## src/rtl/clint_pkg.sv

```systemverilog
// Shared constants and types for the core-local interruptor: register offsets,
// reset values and the register-select encoding produced by the address decode.
package clint_pkg;

  localparam logic [15:0] MSIP_OFF        = 16'h0000;
  localparam logic [15:0] MTIMECMP_LO_OFF = 16'h4000;
  localparam logic [15:0] MTIMECMP_HI_OFF = 16'h4004;
  localparam logic [15:0] MTIME_LO_OFF    = 16'hBFF8;
  localparam logic [15:0] MTIME_HI_OFF    = 16'hBFFC;

  localparam logic [63:0] MTIMECMP_RST = 64'hFFFF_FFFF_FFFF_FFFF;
  localparam logic [63:0] MTIME_RST    = 64'h0000_0000_0000_0000;

  typedef enum logic [2:0] {
    SEL_NONE    = 3'd0,
    SEL_MSIP    = 3'd1,
    SEL_CMP_LO  = 3'd2,
    SEL_CMP_HI  = 3'd3,
    SEL_TIME_LO = 3'd4,
    SEL_TIME_HI = 3'd5
  } reg_sel_e;

endpackage

```

## src/rtl/clint_timer_if.sv

```systemverilog
// Request/response bus between the core's data-side master and the CLINT slave.
interface clint_timer_if;
  logic        req_valid;
  logic        req_ready;
  logic        req_we;
  logic [31:0] req_addr;
  logic [31:0] req_wdata;
  logic        resp_valid;
  logic        resp_ready;
  logic [31:0] resp_rdata;
  logic        resp_err;

  modport master (
    output req_valid, req_we, req_addr, req_wdata, resp_ready,
    input  req_ready, resp_valid, resp_rdata, resp_err
  );

  modport slave (
    input  req_valid, req_we, req_addr, req_wdata, resp_ready,
    output req_ready, resp_valid, resp_rdata, resp_err
  );
endinterface

```

## src/rtl/clint_prescaler.sv

```systemverilog
// Divides the core clock by TICK_DIV: o_tick is high for one cycle each time the
// counter sits at TICK_DIV-1, after which the counter wraps to 0.
module clint_prescaler #(
  parameter int unsigned TICK_DIV = 1
) (
  input  logic clk,
  input  logic reset,
  output logic o_tick
);

  localparam logic [15:0] LAST = 16'(TICK_DIV - 1);

  logic [15:0] r_cnt;

  assign o_tick = (r_cnt == LAST);

  // Free-running divide counter
  always_ff @(posedge clk or posedge reset) begin
    if (reset) begin
      r_cnt <= 16'd0;
    end else if (o_tick) begin
      r_cnt <= 16'd0;
    end else begin
      r_cnt <= r_cnt + 16'd1;
    end
  end

endmodule

```

## src/rtl/clint_timer.sv

```systemverilog
// Core-local interruptor: mtime/mtimecmp/msip register bank behind a one-deep bus.
// Optional CLINT_MTIME_SNAPSHOT_EN adds a shadow of mtime_hi captured on mtime_lo reads.
module clint_timer
  import clint_pkg::*;
#(
  parameter int unsigned TICK_DIV  = 1,
  parameter logic [31:0] BASE_ADDR = 32'h0200_0000
) (
  input  logic           clk,
  input  logic           reset,
  clint_timer_if.slave   bus,
  output logic           soft_pending,
  output logic           time_pending,
  output logic [63:0]    mtime_o
);

  logic        w_tick;
  logic        w_accept;
  logic        w_wr;
  reg_sel_e    w_sel;
  logic [31:0] w_rdata;

  logic [63:0] r_mtime;
  logic [63:0] r_mtimecmp;
  logic        r_msip;
  logic        r_time_pending;
  logic        r_resp_valid;
  logic [31:0] r_resp_rdata;
  logic        r_resp_err;
`ifdef CLINT_MTIME_SNAPSHOT_EN
  logic [31:0] r_shadow;
`endif

  clint_prescaler #(.TICK_DIV(TICK_DIV)) u_prescaler (
    .clk    (clk),
    .reset  (reset),
    .o_tick (w_tick)
  );

  assign bus.req_ready = ~r_resp_valid | bus.resp_ready;
  assign w_accept      = bus.req_valid & bus.req_ready;
  assign w_wr          = w_accept & bus.req_we;

  // Address decode: base match and word alignment gate every register hit
  always_comb begin
    w_sel = SEL_NONE;
    if ((bus.req_addr[31:16] == BASE_ADDR[31:16]) && (bus.req_addr[1:0] == 2'b00)) begin
      case (bus.req_addr[15:0])
        MSIP_OFF:        w_sel = SEL_MSIP;
        MTIMECMP_LO_OFF: w_sel = SEL_CMP_LO;
        MTIMECMP_HI_OFF: w_sel = SEL_CMP_HI;
        MTIME_LO_OFF:    w_sel = SEL_TIME_LO;
        MTIME_HI_OFF:    w_sel = SEL_TIME_HI;
        default:         w_sel = SEL_NONE;
      endcase
    end else begin
      w_sel = SEL_NONE;
    end
  end

  // Read mux over the register values present at the accept edge
  always_comb begin
    w_rdata = 32'd0;
    case (w_sel)
      SEL_MSIP:    w_rdata = {31'd0, r_msip};
      SEL_CMP_LO:  w_rdata = r_mtimecmp[31:0];
      SEL_CMP_HI:  w_rdata = r_mtimecmp[63:32];
      SEL_TIME_LO: w_rdata = r_mtime[31:0];
`ifdef CLINT_MTIME_SNAPSHOT_EN
      SEL_TIME_HI: w_rdata = r_shadow;
`else
      SEL_TIME_HI: w_rdata = r_mtime[63:32];
`endif
      default:     w_rdata = 32'd0;
    endcase
  end

  // mtime: a software write to either half suppresses that cycle's increment
  always_ff @(posedge clk or posedge reset) begin
    if (reset) begin
      r_mtime <= MTIME_RST;
    end else if (w_wr && (w_sel == SEL_TIME_LO)) begin
      r_mtime <= {r_mtime[63:32], bus.req_wdata};
    end else if (w_wr && (w_sel == SEL_TIME_HI)) begin
      r_mtime <= {bus.req_wdata, r_mtime[31:0]};
    end else if (w_tick) begin
      r_mtime <= r_mtime + 64'd1;
    end
  end

  // mtimecmp, msip and the registered timer compare
  always_ff @(posedge clk or posedge reset) begin
    if (reset) begin
      r_mtimecmp     <= MTIMECMP_RST;
      r_msip         <= 1'b0;
      r_time_pending <= 1'b0;
    end else begin
      r_time_pending <= (r_mtime >= r_mtimecmp);
      if (w_wr && (w_sel == SEL_CMP_LO)) begin
        r_mtimecmp[31:0] <= bus.req_wdata;
      end
      if (w_wr && (w_sel == SEL_CMP_HI)) begin
        r_mtimecmp[63:32] <= bus.req_wdata;
      end
      if (w_wr && (w_sel == SEL_MSIP)) begin
        r_msip <= bus.req_wdata[0];
      end
    end
  end

`ifdef CLINT_MTIME_SNAPSHOT_EN
  // Shadow of the upper half so a lo-then-hi read pair cannot tear
  always_ff @(posedge clk or posedge reset) begin
    if (reset) begin
      r_shadow <= 32'd0;
    end else if (w_accept && !bus.req_we && (w_sel == SEL_TIME_LO)) begin
      r_shadow <= r_mtime[63:32];
    end else if (w_wr && (w_sel == SEL_TIME_HI)) begin
      r_shadow <= bus.req_wdata;
    end
  end
`endif

  // Response register: held until consumed, loaded on every accept
  always_ff @(posedge clk or posedge reset) begin
    if (reset) begin
      r_resp_valid <= 1'b0;
      r_resp_rdata <= 32'd0;
      r_resp_err   <= 1'b0;
    end else if (w_accept) begin
      r_resp_valid <= 1'b1;
      r_resp_rdata <= bus.req_we ? 32'd0 : w_rdata;
      r_resp_err   <= (w_sel == SEL_NONE);
    end else if (bus.resp_ready) begin
      r_resp_valid <= 1'b0;
      r_resp_rdata <= 32'd0;
      r_resp_err   <= 1'b0;
    end
  end

  assign bus.resp_valid = r_resp_valid;
  assign bus.resp_rdata = r_resp_rdata;
  assign bus.resp_err   = r_resp_err;
  assign soft_pending   = r_msip;
  assign time_pending   = r_time_pending;
  assign mtime_o        = r_mtime;

endmodule

```

## src/flat_wrapper.sv

```systemverilog
// flat-port wrapper written by rule: the top's interface ports become plain ports
module clint_timer_flat import clint_pkg::*;
#(
  parameter int unsigned TICK_DIV  = 1,
  parameter logic [31:0] BASE_ADDR = 32'h0200_0000
)
  (clk, reset, soft_pending, time_pending, mtime_o, bus_req_valid, bus_req_we, bus_req_addr, bus_req_wdata, bus_resp_ready, bus_req_ready, bus_resp_valid, bus_resp_rdata, bus_resp_err);
  clint_timer_if bus_i ();
  input  logic clk;
  input  logic reset;
  output logic soft_pending;
  output logic time_pending;
  output logic [63:0] mtime_o;
  input wire logic [$bits(bus_i.req_valid)-1:0] bus_req_valid;
  input wire logic [$bits(bus_i.req_we)-1:0] bus_req_we;
  input wire logic [$bits(bus_i.req_addr)-1:0] bus_req_addr;
  input wire logic [$bits(bus_i.req_wdata)-1:0] bus_req_wdata;
  input wire logic [$bits(bus_i.resp_ready)-1:0] bus_resp_ready;
  output wire logic [$bits(bus_i.req_ready)-1:0] bus_req_ready;
  output wire logic [$bits(bus_i.resp_valid)-1:0] bus_resp_valid;
  output wire logic [$bits(bus_i.resp_rdata)-1:0] bus_resp_rdata;
  output wire logic [$bits(bus_i.resp_err)-1:0] bus_resp_err;
  assign bus_i.req_valid = bus_req_valid;
  assign bus_i.req_we = bus_req_we;
  assign bus_i.req_addr = bus_req_addr;
  assign bus_i.req_wdata = bus_req_wdata;
  assign bus_i.resp_ready = bus_resp_ready;
  assign bus_req_ready = bus_i.req_ready;
  assign bus_resp_valid = bus_i.resp_valid;
  assign bus_resp_rdata = bus_i.resp_rdata;
  assign bus_resp_err = bus_i.resp_err;
  clint_timer #(.TICK_DIV(TICK_DIV), .BASE_ADDR(BASE_ADDR)) u_core (.clk(clk), .reset(reset), .bus(bus_i), .soft_pending(soft_pending), .time_pending(time_pending), .mtime_o(mtime_o));
endmodule
```

## config.mk

```make
export PLATFORM = sky130hd
export DESIGN_NAME = clint_timer_flat
export DESIGN_NICKNAME = d
export VERILOG_FILES = /design/src/rtl/clint_pkg.sv /design/src/rtl/clint_timer_if.sv /design/src/rtl/clint_prescaler.sv /design/src/rtl/clint_timer.sv /design/src/flat_wrapper.sv
export SDC_FILE = /design/constraint.sdc
export NUM_CORES = 1
export LEC_CHECK = 0
export ABC_AREA = 1
export CAP_MARGIN = 20
export CORE_MARGIN = 2
export CORE_UTILIZATION = 35
export DETAILED_ROUTE_END_ITERATION = 6
export DONT_BUFFER_PORTS = 1
export GPL_ROUTABILITY_DRIVEN = 0
export PLACE_DENSITY_LB_ADDON = 0.3
export SLEW_MARGIN = 20
export SYNTH_ARGS = -nofsm -noshare
export SYNTH_HDL_FRONTEND = slang
export SYNTH_SLANG_ARGS = --single-unit
```

## constraint.sdc

```tcl
create_clock -name clk -period 6.2 [get_ports clk]
set_clock_uncertainty 0.15 [all_clocks]
set_input_delay 0.62 -clock clk [delete_from_list [all_inputs] [get_ports clk]]
set_output_delay 0.62 -clock clk [all_outputs]
set_load 0.02 [all_outputs]
```

==> flow_summary.ini, run 1 <==
[run_status]
status = finished, final reports clean

[critical_path]
cp-start-kind = primary input
regToRegStartpoint = u_core.bus.resp_valid
crit_arrival_ns = 3.81
cp_max_fo = 35
critPathKind = primary input to flop
r2r_slack_ns = 3.05
crit_required_ns = 6.39
r2r_cells = 8
r2r-end = u_core.mtime_o[11]
endpoint_kind = flop

[floorplanning]
rows = 70
die_w_microns = 198
start_util_pct = 35.7
fp.coreArea_sq_mm = 0.0368
die-area_sq_mm = 0.0391
die_h_microns = 198
ios = 170

[timing]
slew_violations = 0
slew_headroom_pct = 24.8
finalSetupViolations = 0
hold_viol = 0
rsz0062_at_grt = false
fin_tns_setup_ns = 0
fmax_mhz = 276
tightest_slew_ns = 1.12
finalHoldWorstSlack_ns = 0.123
min_period_over_period_pct = 58.4
post-route-min-period_ns = 3.62

[routing]
postRouteAntennaNets = 0
vias = 13000
routed_via_density = 5.42
post_drt_wl_per_cell_microns = 19.9
drc_errors = 0
drt_iter0_markers = 1237
first_pass_iters = 5
detail_route.wirelength_mm = 47.6

[global_route]
grt_max_degree = 100
grtUsageTotal_pct = 24.9
grt_overflow = 0
grt_pass1_wl_mm = 73.8
first_global_vias = 12700
antenna_found_initial = 0

[placement]
dp_cells = 2363
place_hpwl_mm = 35.8
portBuffers = 0

[layout]
syn_to_final_growth_pct = 6.81
antenna_cells = 0
final_util_pct = 38.2
drive_above_1_share_pct = 7.88
instances_no_fill = 2397
nets = 2052

[yosys]
synth_cells = 1949
synth_top_area_share_pct = 22.1
synth-edff-count = 0
ys_seq_elements = 180
syn_area_sq_mm = 0.0131
ys.flop_type = dfrtp_1
async_flop_share_pct = 100
yosys.area.top_type = dfrtp_1
yosys_warnings = 0
synth-seq-area-share_pct = 34.9
synth_area_leaders = dfrtp_1 (22%), nand2_1 (15%), dfstp_2 (13%)
syn-num-nets = 2085
synth_cell_types = 42
avgSynthCellArea_sq_um = 6.74

[power]
p_leak_nw = 7.04
power_frac_seq_pct = 51.2
combPwrFrac_pct = 2.7
power_density_mw_per_mm2 = 164
p_sw_share_pct = 25.8
p_int_mw = 1.71
clkPwrFrac_pct = 46.2
ir_worst_vdd_v = 0.000114
p_sw_mw = 0.594
total_power_mw = 2.30

[cts]
cts.sinks = 180
cts.path.max_buffers = 2
clock_latency_ns = 0.46
path_clk_slew_ns = 0.08
cts_tree = built
cts_buffers = 17
cts_root_buf = clkbuf_16
htreeDepth = 4
cts_resized = 0

[min_path]
hold_depth = 2
min_from = bus_req_wdata[12]
holdCritPathClass = primary input to flop
min_to = u_core.r_mtimecmp[12]

[run]
max-cap-violations = 0
## cells in the final DEF, fill, tap and decap left out, types with 3 or more instances in the layout
cell        count
a21oi_1        37
nand3b_1        4
nand4_1        44
nand2_2         4
o21ai_1        28
buf_4           7
nand3_2         7
clkinv_4        3
ha_1           67
o211ai_1       20
o22ai_1         3
dfstp_2        64
nor3_1         32
inv_2           9
nor2_4          6
nand3_1       253
nand3_4         4
o21ai_0       121
o21a_1          5
inv_1         287
nor2_1        202
clkbuf_16      17
clkinvlp_4      7
nand2_1       527
mux2_2          7
nor4_1          4
or2_2           3
dfrtp_1       116
xor2_1         14
## flip-flops by register name (all words and copies together) (netlist names)
signal and flops:
u_core.bus.resp_err 1, u_core.bus.resp_rdata 32, u_core.bus.resp_valid 1, u_core.mtime_o 64, u_core.r_mtimecmp 64, u_core.soft_pending 1, u_core.time_pending 1, u_core.u_prescaler.r_cnt 16
## cells by family (layout without fill, tap and decap cells)
family | count (synthesis) | in the layout | share of synthesized area (%)
AND/OR/NAND/NOR | 1100 | 1100 | 36.7
XOR/XNOR | 14 | 14 | 0.933
AO/OA/AOI/OAI | 222 | 222 | 9.10
multiplexers | 7 | 7 | 0.600
flip-flops | 180 | 180 | 34.9
adder cells (fa/ha/maj) | 67 | 67 | 6.38
buffers and inverters | 359 | 339 | 11.4
## cell usage after synthesis, types with 4 or more instances
cell	instances
nand3_1	254
nand2_1	527
buf_2	30
buf_4	6
inv_1	288
xor2_1	14
o211ai_1	20
nor3_1	32
o21ai_1	28
buf_6	12
o21a_1	5
inv_2	9
dfstp_2	64
nor4_1	4
nand3b_1	4
nand2_2	4
nor2_4	5
clkbuf_1	13
dfrtp_1	116
nand3_2	6
o21ai_0	121
a21oi_1	37
nand3_4	4
nor2_1	203
mux2_2	7
ha_1	67
nand4_1	44
## layout make-up
| cell class | count | area [sq um] |
|---|---|---|
| Clock inverter | 15 | 129 |
| Multi-Input combinational cell | 1410 | 7070 |
| Timing Repair Buffer | 10 | 118 |
| Sequential cell | 180 | 4580 |
| Tap cell | 468 | 586 |
| Inverter | 297 | 1120 |
| Clock buffer | 17 | 425 |
| Fill cell | 3888 | 22700 |
## critical path, stage by stage
cell and delay (ns):
inv_1 0.09, nor2_1 0.05, nand2_1 0.06, nor2_1 0.04, nand2_1 0.13, nand2_1 0.11
nor2_4 0.85, nand3_2 0.52, nand2_1 0.96, o21ai_0 0.21, nand2_1 0.11, nand2_1 0.05
## timing repair
item | CTS | global route
setup buffers | 0 | 0
hold endpoints to repair | 1 | 0
hold buffers | 1 | 0
## stage by stage
step | setup slack (ns) | area (sq um)
after floorplan | 0.649 | 13100
after global placement | 2.36 | 13400
after detailed placement | 2.27 | 13400
after CTS | 2.76 | 14000
after global routing | 2.43 | 14000
final | 2.58 | 14000
## metal layers
layer  global-route usage (%)  wire length (microns)  up-vias  share of wire, %
li1                         -                      -     6220                 -
met1                     31.8                  20100     6123                42
met2                     40.6                  21700      546                46
met3                     6.29                   4210      108               8.9
met4                     9.38                   1610        0               3.4
met5                        0                      0        -                 0
## worst max-delay path by stage
stage / endpoint / cells past startpoint / from
final: u_core.mtime_o[11] / 12 / bus_req_addr[2]
after floorplan: u_core.bus.resp_err / 1 / reset
after global placement: u_core.mtime_o[11] / 12 / bus_req_addr[2]
after detailed placement: u_core.mtime_o[11] / 12 / bus_req_addr[2]
after global routing: u_core.mtime_o[11] / 12 / bus_req_addr[10]
after CTS: u_core.mtime_o[11] / 12 / bus_req_addr[2]
## power by group through the flow
stage,clock [mW],sequential [mW],combinational (mW)
global placement,0,1.20,0.0603
floorplan,0,1.20,0.0398
CTS,1.09,1.18,0.0613
global route,1.14,1.18,0.0714
detailed placement,0,1.20,0.0602
finish,1.06,1.18,0.0613
Note: power is estimated with default switching activity, not from simulation.
==> run 2: changes to the inputs <==
Clock period 6.2 ns to 3.4 ns, I/O delays scaled along.
==> run 2 against run 1 <==
  * Sequential share of layout area decreased by 1.4 points
  * Cell count up 3.0%
  * Non-clock buffer count up 71
  * Total power is 89% higher
  * Die area did not move
  * First-iteration DRC count up 18%
  * Global-route usage rose by 0.33 points
  * Sequential power is 82% higher
  * Critical path depth decreased by 2
  * Final area is 4.6% higher
  * Flip-flop and latch count unchanged
  * Register-to-register slack worse by 2.6 ns
  * Largest power group unchanged
==> flow_summary.ini, run 2 (same netlist as run 1, synthesis figures left out) <==
[global_route]
grtUsageTotal_pct = 25.2
antenna_found_initial = 1
grtUsageMet3_pct = 6.32
grt_overflow = 0
met1_usage_pct = 32.5
first_global_vias = 12800
use_met2_pct = 40.5
grt_pass1_wl_mm = 75.1
grt_max_degree = 57
busiest_layer = met2

[min_path]
min_from = bus_resp_ready
holdCritPathClass = primary input to flop
hold_depth = 3

[floorplanning]
fp.coreArea_sq_mm = 0.0368
start_util_pct = 35.7
ios = 170
die-area_sq_mm = 0.0391
die_h_microns = 198
die_w_microns = 198
rows = 70

[timing]
min_period_over_period_pct = 87.3
post-route-min-period_ns = 2.97
fin_tns_setup_ns = 0
finalHoldWorstSlack_ns = 0.0742
finalSetupViolations = 0
rsz0062_at_grt = false
tightest_slew_ns = 0.804
fmax_mhz = 337
hold_viol = 0
slew_headroom_pct = 46.3
slew_violations = 0

[critical_path]
endpoint_kind = flop
critPathKind = flop to flop
cp-start-kind = flop
crit_arrival_ns = 3.21
cp_max_fo = 6
r2r_cells = 10
crit_start = u_core.mtime_o[1]
regToRegStartpoint = u_core.mtime_o[1]
crit_required_ns = 3.64

[routing]
postRouteAntennaNets = 0
vias = 13400
routed_via_density = 5.41
first_pass_iters = 7
post_drt_wl_per_cell_microns = 19.7
drc_errors = 0
detail_route.wirelength_mm = 48.7
drt_iter0_markers = 1459

[power]
ir_worst_vdd_v = 0.000257
clkPwrFrac_pct = 46.7
p_int_mw = 3.25
combPwrFrac_pct = 3.8
power_density_mw_per_mm2 = 296
power_frac_seq_pct = 49.5
p_sw_share_pct = 25.2
p_leak_nw = 7.38
p_sw_mw = 1.10
total_power_mw = 4.35

[cts]
cts_resized = 0
cts_tree = built
cts_buffers = 17
post_cts_buffers = 0
cts_root_buf = clkbuf_16
clock_latency_ns = 0.46
hold_buffers = 34
cts.sinks = 180
cts.path.max_buffers = 2
htreeDepth = 4
path_clk_slew_ns = 0.07

[layout]
drive_above_1_share_pct = 9.45
nets = 2123
syn_to_final_growth_pct = 11.8
final_common_cell = nand2_1
final_util_pct = 39.9
mostFrequentLayoutCells = nand2_1 (527), inv_1 (287), nand3_1 (253)
fin_area_sq_mm = 0.0147

[run_status]
status = finished, final reports clean

[placement]
portBuffers = 0
post_dp_cell_area_sq_mm = 0.0138
place_hpwl_mm = 37.6

[run]
max-cap-violations = 0
## run 2: cell count changes in the layout (fill, tap and decap cells not counted), moves of 2 or more
cell,change
buf_12,+4
buf_16,-2
buf_4,+36
clkinvlp_4,-4
dlygate4sd3_1,+33
inv_6,+4
## run 2: metrics by stage
step | std cells | setup WS (ns)
6_report | 2469 | 0.432
5_1_grt | 2469 | 0.194
4_1_cts | 2468 | 0.532
3_5_place_dp | 2402 | 0.546
3_3_place_gp | 2402 | 0.571
2_1_floorplan | 1949 | 0.654
## run 2: power by group through the flow
stage | Sequential [mW] | Clock, mW | Combinational, mW
after detailed placement | 2.19 | 0 | 0.119
after CTS | 2.15 | 2.08 | 0.171
after global routing | 2.15 | 2.17 | 0.186
final | 2.15 | 2.03 | 0.166
after global placement | 2.19 | 0 | 0.118
after floorplan | 2.19 | 0 | 0.0729
## run 2: worst paths after layout
path                                                endpoint  slack [ns]
worst max-delay path                      u_core.mtime_o[48]        0.43
worst min-delay path                   u_core.bus.resp_valid        0.07
worst max register to register            u_core.mtime_o[48]        0.43
worst min register to register  u_core.u_prescaler.r_cnt[15]        0.33
max in group asynchronous              u_core.r_mtimecmp[23]        1.90
min in group asynchronous           u_core.bus.resp_rdata[3]        0.36
## run 2: per-layer routing
layer | routed length, microns | part of all wire [%]
met4 | 1920 | 4.0
met5 | 0 | 0
met1 | 20200 | 41
met3 | 4980 | 10
met2 | 21600 | 44
## run 2: area by class of cell
class,instances,area [sq um]
Sequential cell,180,4580
Fill cell,3887,22100
Inverter,297,1120
Clock inverter,13,138
Antenna cell,1,2.50
Multi-Input combinational cell,1410,7070
Tap cell,468,586
Clock buffer,19,443
Timing Repair Buffer,81,743
## run 2: worst max-delay path: stages, from the launching register on
cell	delay (ns)
dfrtp_1	0.62
ha_1	0.34
nand2_1	0.11
nor2_1	0.26
nand2_1	0.15
nor2_1	0.57
nand3_1	0.19
or2_2	0.30
nand3_1	0.07
nand3_1	0.07
nand2_1	0.07
